==> config.mk <==
export PLATFORM = sky130hd
export DESIGN_NAME = calib_tracker_flat
export DESIGN_NICKNAME = d
export VERILOG_FILES = /design/src/rtl/calib_pkg.sv /design/src/rtl/calib_tracker_if.sv /design/src/rtl/calib_step_acc.sv /design/src/rtl/calib_tracker.sv /design/src/flat_wrapper.sv
export SDC_FILE = /design/constraint.sdc
export NUM_CORES = 1
export LEC_CHECK = 0
export ABC_AREA = 1
export CAP_MARGIN = 20
export CORE_MARGIN = 10
export CORE_UTILIZATION = 35
export CTS_CLUSTER_SIZE = 10
export DETAILED_ROUTE_END_ITERATION = 10
export SYNTH_ARGS = -nofsm -noshare
export SYNTH_HDL_FRONTEND = slang
export SYNTH_SLANG_ARGS = --single-unit
==> constraint.sdc <==
create_clock -name i_clock -period 3.9 [get_ports i_clock]
set_input_delay 0.585 -clock i_clock [delete_from_list [all_inputs] [get_ports i_clock]]
set_output_delay 0.585 -clock i_clock [all_outputs]
set_load 0.02 [all_outputs]
==> src/rtl/calib_pkg.sv <==
// Shared widths and FSM encoding for the calibration tracker slice.
package calib_pkg;

    localparam int CALIB_SIZE  = 18;
    localparam int SAMPLE_SIZE = 16;

    typedef enum logic [1:0] {
        ST_IDLE  = 2'd0,
        ST_SWEEP = 2'd1,
        ST_DONE  = 2'd2
    } calib_state_e;

endpackage

==> src/rtl/calib_tracker_if.sv <==
// Sweep/sample inputs and lock result outputs of the calibration tracker.
interface calib_tracker_if
    import calib_pkg::*;
();

    logic                          i_calib_enabled;
    logic [CALIB_SIZE-1:0]         i_calib_value;
    logic                          i_sample_valid;
    logic signed [SAMPLE_SIZE-1:0] i_sample;
    logic                          o_sweeping;
    logic                          o_locked;
    logic [CALIB_SIZE-1:0]         o_locked_value;
    logic [SAMPLE_SIZE-2:0]        o_best_error;
    logic                          o_done;

    modport master (
        output i_calib_enabled, i_calib_value, i_sample_valid, i_sample,
        input  o_sweeping, o_locked, o_locked_value, o_best_error, o_done
    );

    modport slave (
        input  i_calib_enabled, i_calib_value, i_sample_valid, i_sample,
        output o_sweeping, o_locked, o_locked_value, o_best_error, o_done
    );

endinterface

==> src/rtl/calib_step_acc.sv <==
// Per-step magnitude accumulator: sums the first 2**LW sample magnitudes of a step.
module calib_step_acc
    import calib_pkg::*;
#(
    parameter int LW = 4
) (
    input  logic                          i_clock,
    input  logic                          i_reset,
    input  logic                          clear_i,
    input  logic                          load_i,
    input  logic                          accum_i,
    input  logic signed [SAMPLE_SIZE-1:0] sample_i,
    output logic                          count_full_o,
    output logic [SAMPLE_SIZE-2:0]        mean_o
);

    localparam int AW   = SAMPLE_SIZE - 1 + LW;
    localparam int CNTW = LW + 1;
    localparam logic [CNTW-1:0] WIN = CNTW'(1 << LW);

    logic [AW-1:0]          acc_q, acc_d;
    logic [CNTW-1:0]        cnt_q, cnt_d;
    logic [SAMPLE_SIZE-1:0] neg;
    logic [SAMPLE_SIZE-2:0] mag;

    assign neg          = ~sample_i + 1'b1;
    assign count_full_o = (cnt_q == WIN);
    assign mean_o       = acc_q[AW-1:LW];

    // Absolute value; the most negative code saturates to the largest positive magnitude.
    always_comb begin
        mag = sample_i[SAMPLE_SIZE-2:0];
        if (sample_i[SAMPLE_SIZE-1]) begin
            if (sample_i[SAMPLE_SIZE-2:0] == '0) mag = '1;
            else                                 mag = neg[SAMPLE_SIZE-2:0];
        end
    end

    // Clear empties the window; load restarts it with the current sample (boundary cycle).
    always_comb begin
        acc_d = acc_q;
        cnt_d = cnt_q;
        if (clear_i) begin
            acc_d = '0;
            cnt_d = '0;
        end else if (load_i) begin
            acc_d = accum_i ? AW'(mag) : '0;
            cnt_d = accum_i ? CNTW'(1) : '0;
        end else if (accum_i && !count_full_o) begin
            acc_d = acc_q + AW'(mag);
            cnt_d = cnt_q + 1'b1;
        end
    end

    // Accumulator and sample count registers.
    always_ff @(posedge i_clock) begin
        if (i_reset) begin
            acc_q <= '0;
            cnt_q <= '0;
        end else begin
            acc_q <= acc_d;
            cnt_q <= cnt_d;
        end
    end

endmodule

==> src/rtl/calib_tracker.sv <==
// Tracks the calibration step whose mean sample magnitude is closest to TARGET
// and locks it when the sweep ends.
//
// state    | meaning
// ST_IDLE  | waiting for a rising edge of the sweep enable
// ST_SWEEP | measuring steps, tracking best error
// ST_DONE  | one cycle: publish lock result and pulse done
module calib_tracker
    import calib_pkg::*;
#(
    parameter int                     LOG2_WINDOW = 4,
    parameter logic [SAMPLE_SIZE-1:0] TARGET      = 16'd8192
) (
    input  logic            i_clock,
    input  logic            i_reset,
    calib_tracker_if.slave  bus
);

    localparam logic [SAMPLE_SIZE-2:0] TGT = TARGET[SAMPLE_SIZE-2:0];

    calib_state_e           state_q, state_d;
    logic                   en_q;
    logic [CALIB_SIZE-1:0]  step_q, step_d;
    logic                   bvalid_q, bvalid_d;
    logic [CALIB_SIZE-1:0]  bval_q, bval_d;
    logic [SAMPLE_SIZE-2:0] berr_q, berr_d;
    logic                   locked_q, locked_d;
    logic [CALIB_SIZE-1:0]  lval_q, lval_d;
    logic [SAMPLE_SIZE-2:0] lerr_q, lerr_d;
    logic                   done_q, done_d;

    logic                   rise, boundary, better, start;
    logic                   clear, load, accum, count_full;
    logic [SAMPLE_SIZE-2:0] mean, err;

    calib_step_acc #(.LW(LOG2_WINDOW)) u_acc (
        .i_clock      (i_clock),
        .i_reset      (i_reset),
        .clear_i      (clear),
        .load_i       (load),
        .accum_i      (accum),
        .sample_i     (bus.i_sample),
        .count_full_o (count_full),
        .mean_o       (mean)
    );

    assign rise     = bus.i_calib_enabled & ~en_q;
    assign boundary = (bus.i_calib_value != step_q);
    assign err      = (mean >= TGT) ? (mean - TGT) : (TGT - mean);
    assign better   = count_full && (err < berr_q);

    assign bus.o_sweeping     = (state_q == ST_SWEEP);
    assign bus.o_locked       = locked_q;
    assign bus.o_locked_value = lval_q;
    assign bus.o_best_error   = lerr_q;
    assign bus.o_done         = done_q;

    // Next-state, step finalisation and lock publication.
    always_comb begin
        state_d  = state_q;
        step_d   = step_q;
        bvalid_d = bvalid_q;
        bval_d   = bval_q;
        berr_d   = berr_q;
        locked_d = locked_q;
        lval_d   = lval_q;
        lerr_d   = lerr_q;
        done_d   = 1'b0;
        clear    = 1'b0;
        load     = 1'b0;
        accum    = 1'b0;
        start    = 1'b0;
        case (state_q)
            ST_IDLE: begin
                start = rise;
            end
            ST_SWEEP: begin
                if (!bus.i_calib_enabled || boundary) begin
                    if (better) begin
                        bvalid_d = 1'b1;
                        bval_d   = step_q;
                        berr_d   = err;
                    end
                end
                if (!bus.i_calib_enabled) begin
                    state_d = ST_DONE;
                    clear   = 1'b1;
                end else if (boundary) begin
                    load   = 1'b1;
                    accum  = bus.i_sample_valid;
                    step_d = bus.i_calib_value;
                end else begin
                    accum = bus.i_sample_valid;
                end
            end
            ST_DONE: begin
                done_d  = 1'b1;
                state_d = ST_IDLE;
                start   = rise;
                if (bvalid_q) begin
                    locked_d = 1'b1;
                    lval_d   = bval_q;
                    lerr_d   = berr_q;
                end
            end
            default: state_d = ST_IDLE;
        endcase
        if (start) begin
            state_d  = ST_SWEEP;
            clear    = 1'b1;
            bvalid_d = 1'b0;
            berr_d   = '1;
            step_d   = bus.i_calib_value;
        end
    end

    // State, edge-detect history, best tracking and output registers.
    always_ff @(posedge i_clock) begin
        if (i_reset) begin
            state_q  <= ST_IDLE;
            en_q     <= 1'b0;
            step_q   <= '0;
            bvalid_q <= 1'b0;
            bval_q   <= '0;
            berr_q   <= '0;
            locked_q <= 1'b0;
            lval_q   <= '0;
            lerr_q   <= '0;
            done_q   <= 1'b0;
        end else begin
            state_q  <= state_d;
            en_q     <= bus.i_calib_enabled;
            step_q   <= step_d;
            bvalid_q <= bvalid_d;
            bval_q   <= bval_d;
            berr_q   <= berr_d;
            locked_q <= locked_d;
            lval_q   <= lval_d;
            lerr_q   <= lerr_d;
            done_q   <= done_d;
        end
    end

endmodule
==> src/flat_wrapper.sv <==
// flat-port wrapper written by rule: the top's interface ports become plain ports
module calib_tracker_flat import calib_pkg::*;
#(
    parameter int                     LOG2_WINDOW = 4,
    parameter logic [SAMPLE_SIZE-1:0] TARGET      = 16'd8192
)
  (i_clock, i_reset, bus_i_calib_enabled, bus_i_calib_value, bus_i_sample_valid, bus_i_sample, bus_o_sweeping, bus_o_locked, bus_o_locked_value, bus_o_best_error, bus_o_done);
  calib_tracker_if bus_i ();
  input  logic i_clock;
  input  logic i_reset;
  input wire logic [$bits(bus_i.i_calib_enabled)-1:0] bus_i_calib_enabled;
  input wire logic [$bits(bus_i.i_calib_value)-1:0] bus_i_calib_value;
  input wire logic [$bits(bus_i.i_sample_valid)-1:0] bus_i_sample_valid;
  input wire logic [$bits(bus_i.i_sample)-1:0] bus_i_sample;
  output wire logic [$bits(bus_i.o_sweeping)-1:0] bus_o_sweeping;
  output wire logic [$bits(bus_i.o_locked)-1:0] bus_o_locked;
  output wire logic [$bits(bus_i.o_locked_value)-1:0] bus_o_locked_value;
  output wire logic [$bits(bus_i.o_best_error)-1:0] bus_o_best_error;
  output wire logic [$bits(bus_i.o_done)-1:0] bus_o_done;
  assign bus_i.i_calib_enabled = bus_i_calib_enabled;
  assign bus_i.i_calib_value = bus_i_calib_value;
  assign bus_i.i_sample_valid = bus_i_sample_valid;
  assign bus_i.i_sample = bus_i_sample;
  assign bus_o_sweeping = bus_i.o_sweeping;
  assign bus_o_locked = bus_i.o_locked;
  assign bus_o_locked_value = bus_i.o_locked_value;
  assign bus_o_best_error = bus_i.o_best_error;
  assign bus_o_done = bus_i.o_done;
  calib_tracker #(.LOG2_WINDOW(LOG2_WINDOW), .TARGET(TARGET)) u_core (.i_clock(i_clock), .i_reset(i_reset), .bus(bus_i));
endmodule
; Yosys cells after proc, flatten, opt, wreduce, memory -nomap -nowiden
; Index checks and enable logic that the tools add are counted.
[totals]
out_inout_bits = 36
word_cells = 83
regBits = 114
in_bits = 38
[op_classes]
n_reduce_logical = 22
n_eq_ne = 7
add_sub_neg = 5
magnitude_cmp = 2
n_bitwise = 4
mux = 30
[op_table]
columns = operator, count
row1 = $mux 15, 8
row2 = $mux 18, 4
row3 = $mux 19, 2
row4 = $add 19x15->19, 1
row5 = $ne 18x18->1, 1
row6 = $add 15x1->15 const B, 1
row7 = $ge 15x14->1 const B, 1
row8 = $logic_not 15->1, 1
row9 = $lt 15x15->1, 1
row10 = $not 15->15, 1
row11 = $sub 14x15->15 const A, 1
row12 = $sub 15x14->15 const B, 1
row13 = $mux 1, 12
row14 = $reduce_bool 2->1, 6
row15 = $mux 5, 2
row16 = $reduce_and 3->1, 3
row17 = $reduce_and 2->1, 3
row18 = $reduce_or 2->1, 3
row19 = $add 5x1->5 const B, 1
row20 = $eq 5x5->1 const B, 1
row21 = $pmux 2 s2, 1
row22 = $ne 3x2->1 const B, 1
row23 = $eq 2x1->1 const B, 1
row24 = $eq 2x2->1 const B, 1
row25 = other kinds (9), 12

; Logic depth before layout (Yosys ltp)
; Gate-level depths: netlist of the first run.
[depth]
ltp_word = 8
depth_mapped = 22
mapped_depth_nobuf = 21

; Cells and area by module
; From an unflattened synthesis of the first run, not the netlist that was laid out.
[unflattened]
cells_unflattened = 1140
area_unflattened_um2 = 7399.6
[modules_own_cells]
columns = mod, seq_area_each_um2, cells_per_inst, area_per_inst_um2, n_inst
row1 = calib_tracker, 1801.7, 658, 4564.4, 1
row2 = calib_step_acc, 480.5, 482, 2835.2, 1

; Worst setup path before layout of the first run
; Ideal clock, no wire load.
[synth_timing]
kind = in2reg
start = input bus_i_sample[1]
end = register u_core.u_acc.acc_q[14]
path_buffers = 1
setup_slack_ps = 946
t_arrival_ps = 2837
required_time_ps = 3783
setup_ps = 117
stages = 22
cell_sequence = inv_1 > ha_1 > nand3_1 > nor2_1 > nand2_1 > inv_1 > nand3_2 > buf_6 > nand2_1 > ha_1 > fa_1 > nand2_1 > nand3_1 > nand2_1 > o21ai_0 > nand2_1 > nand2_1 > nand2_1 > nand3_1 > inv_1 > nor2_1 > nor2_1
[synth_via]
elab_chain_len = 7
elab_cells_between_ends = 9
classes_between = add/sub: 2 / mux: 5 / bitwise: 1 / reduce/logical: 1
[synth_rtl]
columns = item, line
row1 = start: declaration, flat_wrapper.sv:14  ; input wire logic [$bits(bus_i.i_sample)-1:0] bus_i_sample;
row2 = $not 15->15, calib_step_acc.sv:26  ; assign neg = ~sample_i + 1'b1;
row3 = $add 15x1->15, calib_step_acc.sv:26
row4 = $mux 15, calib_step_acc.sv:34  ; if (sample_i[SAMPLE_SIZE-2:0] == '0) mag = '1;
row5 = $mux 15 *, calib_step_acc.sv:33  ; if (sample_i[SAMPLE_SIZE-1]) begin
row6 = $add 19x15->19, calib_step_acc.sv:50  ; acc_d = acc_q + AW'(mag);
row7 = $mux 19, calib_step_acc.sv:49  ; end else if (accum_i && !count_full_o) begin
row8 = $mux 19 *, calib_step_acc.sv:46  ; end else if (load_i) begin
row9 = end signal: assignment, calib_step_acc.sv:58  ; acc_q <= '0;
row10 = end signal: assignment, calib_step_acc.sv:61  ; acc_q <= acc_d;
row11 = end: declaration, calib_step_acc.sv:21  ; logic [AW-1:0] acc_q, acc_d;
; Mark *: on every way between the ends. The rest lies on a longest branch, timed or not. The select of a mux whose other input is x is not followed.
; A chain may end at the register's enable or synchronous reset.

; Final worst setup path of the first run
[layout_timing]
start = register u_core.u_acc.acc_q[17]
end = register u_core.berr_q[14]
[layout_via]
elab_chain_len = 6
elab_cells_between_ends = 12
classes_between = add/sub: 2 / order compare: 2 / mux: 5 / reduce/logical: 3
[layout_rtl]
columns = item, line
row1 = $sub 14x15->15 (tied with other cells), calib_tracker.sv:49  ; assign err = (mean >= TGT) ? (mean - TGT) : (TGT - mean);
row2 = $mux 15 *, calib_tracker.sv:49
row3 = $lt 15x15->1 / $mux 15 (equally long branches), "calib_tracker.sv:50, calib_tracker.sv:79"
row4 = $logic_and 1x1->1 / $mux 15 (equally long branches), "calib_tracker.sv:50, calib_tracker.sv:78"
row5 = $reduce_bool 2->1 (no source line) / $mux 15 (equally long branches), -
row6 = $reduce_and 3->1 (no source line) / $mux 15 (equally long branches), -
row7 = end signal: assignment, calib_tracker.sv:136  ; berr_q <= berr_d;
row8 = end: declaration, calib_tracker.sv:26  ; logic [SAMPLE_SIZE-2:0] berr_q, berr_d;
; Marked as above.

==> impl_metrics.env, run 1 <==
export IMPL_globalplace_congestion=0.887
export IMPL_synth_async_reset_ratio=0
export IMPL_synthFlopType="dfxtp_1"
export IMPL_worstMarginPinSlew_ns=0.720
export IMPL_dr_pass1_iters=5
export IMPL_hpwl_mm=12.7
export IMPL_synth_seq_cells=114
export IMPL_crit_fanout=20
export IMPL_synth_edf_count=0
export IMPL_cp_required_ns=4.21
export IMPL_ctsHoldBuffers=0
export IMPL_die_h_microns=161
export IMPL_worst_ir_drop_vdd_mv=0.280
export IMPL_track_usage=0.134
export IMPL_cts_sinks=114
export IMPL_antenna_found_initial=0
export IMPL_ioPinCount=74
export IMPL_initial_core_util=0.355
export IMPL_drcViolationCount=0
export IMPL_vias=6467
export IMPL_overflow=0
export IMPL_htree_levels=4
export IMPL_relSlewSlack=0.520
export IMPL_arrival_ns=3.77
export IMPL_grt_pass1_wl_mm=29.3
export IMPL_power_mw=3.46
export IMPL_coreArea_sq_um=19500
export IMPL_synth_cells=1077
export IMPL_drtIter0Drc=426
export IMPL_post_route_min_period_ns=3.46
export IMPL_finClkSkew_ns=0.00914
export IMPL_ys_seq_area_frac=0.330
export IMPL_tns_ns=0
export IMPL_clockRootBuffer="clkbuf_16"
export IMPL_ant_nets=0
export IMPL_worstSetupEndpointType="flip-flop"
export IMPL_synthToLayoutAreaGrowth_pct=23.4
export IMPL_avgSynthCellArea_sq_um=6.42
export IMPL_post_cts_resize_count=0
export IMPL_routed_wl_mm=17.2
export IMPL_rsz0062_at_grt="false"
export IMPL_fp_row_count=51
export IMPL_status="completed"
export IMPL_grt_max_degree=87
export IMPL_synth_top_area_frac=0.330
export IMPL_report_final_slew_viol_count=0
export IMPL_finalCritPeriodShare=0.887
export IMPL_yosys_top_cells_count="nand2_1, nor2_1, inv_1"
export IMPL_maxCapViolations=0
export IMPL_hold_path_class="reg -> reg"
export IMPL_cts_path_max_buffers=2
export IMPL_synth_most_common_cell="nand2_1"
export IMPL_clkLatencyLatePin_ns=0.41
export IMPL_cellLeakagePower_nw=3.98
export IMPL_yosys_warnings=0
export IMPL_startpoint_type="flip-flop"
export IMPL_final_hold_violation_count=0
export IMPL_postCtsSetupBuffers=0
export IMPL_worst_setup_path_type="reg -> reg"
export IMPL_fin_util=0.438
export IMPL_fin_nets=1221
export IMPL_synth_area_sq_um=6910
export IMPL_wire_per_inst_microns=12.1
export IMPL_layout_drive_gt1_share=0.0664
export IMPL_die_area_sq_um=25800
export IMPL_yosysTopAreaCell="dfxtp_1"
export IMPL_cts_tree="done"
export IMPL_io_buffers=73
export IMPL_setup_viol=0
export IMPL_synth_nets=1151
export IMPL_via_per_inst=4.54
export IMPL_clkSlewWorstSetupHoldPaths_ns=0.06
export IMPL_fmax_mhz=289
export IMPL_p_per_area_nw_per_um2=406
export IMPL_die_x_microns=161
export IMPL_synth_area_top_cells="dfxtp_1, nand2_1, nor2_1, inv_1, o21ai_0"
export IMPL_cts_buffers_inserted=17
export IMPL_grt_pass1_vias=6036
export IMPL_diodes=0
export IMPL_synthDistinctLibCells=37
-- layer usage --
layer	wire (microns)	vias to the layer above	GRT usage	part of all wire
li1	-	3555	-	-
met1	8750	2786	0.180	0.51
met2	7400	105	0.204	0.43
met3	773	21	0.0335	0.045
met4	264	0	0.0472	0.015
met5	0	-	0	0
-- worst max-delay path, cell delays in order, from the launching register on --
cell	delay, ns
dfxtp_1	0.37
inv_1	0.17
ha_1	0.43
inv_1	0.20
a31oi_1	0.21
xor2_1	0.22
ha_1	0.28
a21oi_1	0.13
o21ai_0	0.09
nand2_1	0.06
nand3_1	0.06
nor2_1	0.13
nand2_1	0.23
inv_1	0.54
nand2_1	0.10
nand2_1	0.08
nor2_1	0.04
-- through the flow --
step	hold slack, ns	std cells	cell area (sq um)	setup WS, ns
after detailed placement	0.436	1392	7890	0.230
final	0.441	1425	8530	0.442
after global routing	0.469	1425	8530	0.0335
after global placement	0.433	1392	7890	0.317
after floorplan	0.441	1077	6910	0.946
after CTS	0.446	1424	8510	0.418
-- registers in the layout (all words and copies together), names as in the netlist, 2 cells and up --
register,flops
u_core.bus.o_best_error,15
u_core.berr_q,15
u_core.step_q,18
u_core.u_acc.cnt_q,5
u_core.bus.o_locked_value,18
u_core.bval_q,18
u_core.state_q,2
u_core.u_acc.acc_q,19
-- report_power, final --
part / internal [mW] / leakage [nW] / total (mW) / switching, mW
clock network: 1.03 / 0.305 / 1.65 / 0.618
registers: 1.21 / 0.928 / 1.25 / 0.0388
logic: 0.228 / 2.74 / 0.573 / 0.344
total: 2.46 / 3.98 / 3.46 / 1.00
-- path summary, 6_finish.rpt --
path	startpoint	end	slack [ns]	depth (start not counted)
setup / recovery	u_core.u_acc.acc_q[17]	u_core.berr_q[14]	0.44	16
setup reg to reg	u_core.u_acc.acc_q[17]	u_core.berr_q[14]	0.44	16
hold reg to reg	u_core.bus.o_locked_value[11]	u_core.bus.o_locked_value[11]	0.44	2
hold / removal	u_core.bus.o_locked_value[11]	u_core.bus.o_locked_value[11]	0.44	2
-- cell families (layout without fill, tap and decap cells) --
logic type | count (synthesis) | after routing | share of synthesized area
adder cells (fa/ha/maj) | 36 | 36 | 0.0663
buffers and inverters | 200 | 283 | 0.117
flip-flops | 114 | 114 | 0.330
XOR/XNOR | 24 | 24 | 0.0304
AO/OA/AOI/OAI | 177 | 177 | 0.132
AND/OR/NAND/NOR | 526 | 526 | 0.324
-- cell type report --
cell class                      count  area, sq um
Multi-Input combinational cell    763         3820
Sequential cell                   114         2280
Fill cell                        2059        10900
Tap cell                          265          332
Inverter                          163          613
Clock buffer                       17          425
Clock inverter                     15          198
Timing Repair Buffer               88          856
-- layout by cell type, fill, tap and decap left out, types with 4 or more instances in the layout --
cell type          n
clkdlybuf4s50_1   73
xnor2_1            4
nand3_1           88
dfxtp_1          114
nor3_1             9
nand2_1          212
xor2_1            20
clkbuf_16         17
nand4_1            6
inv_6              4
o21ai_0          107
nor2_1           182
inv_1            154
buf_4             14
nand3b_1           9
ha_1              35
inv_2              8
a21oi_1           62
(Power assumes the default switching activity.)
==> run 2: changes to the inputs <==
--- a/config.mk
+++ b/config.mk
@@ -9,8 +9,8 @@
 export CAP_MARGIN = 20
 export CORE_MARGIN = 10
 export CORE_UTILIZATION = 35
-export CTS_CLUSTER_SIZE = 10
 export DETAILED_ROUTE_END_ITERATION = 10
 export SYNTH_ARGS = -nofsm -noshare
 export SYNTH_HDL_FRONTEND = slang
 export SYNTH_SLANG_ARGS = --single-unit
+export TNS_END_PERCENT = 1
==> results of run 2 <==
The final DEF is identical to that of run 1; final timing and power are the same.
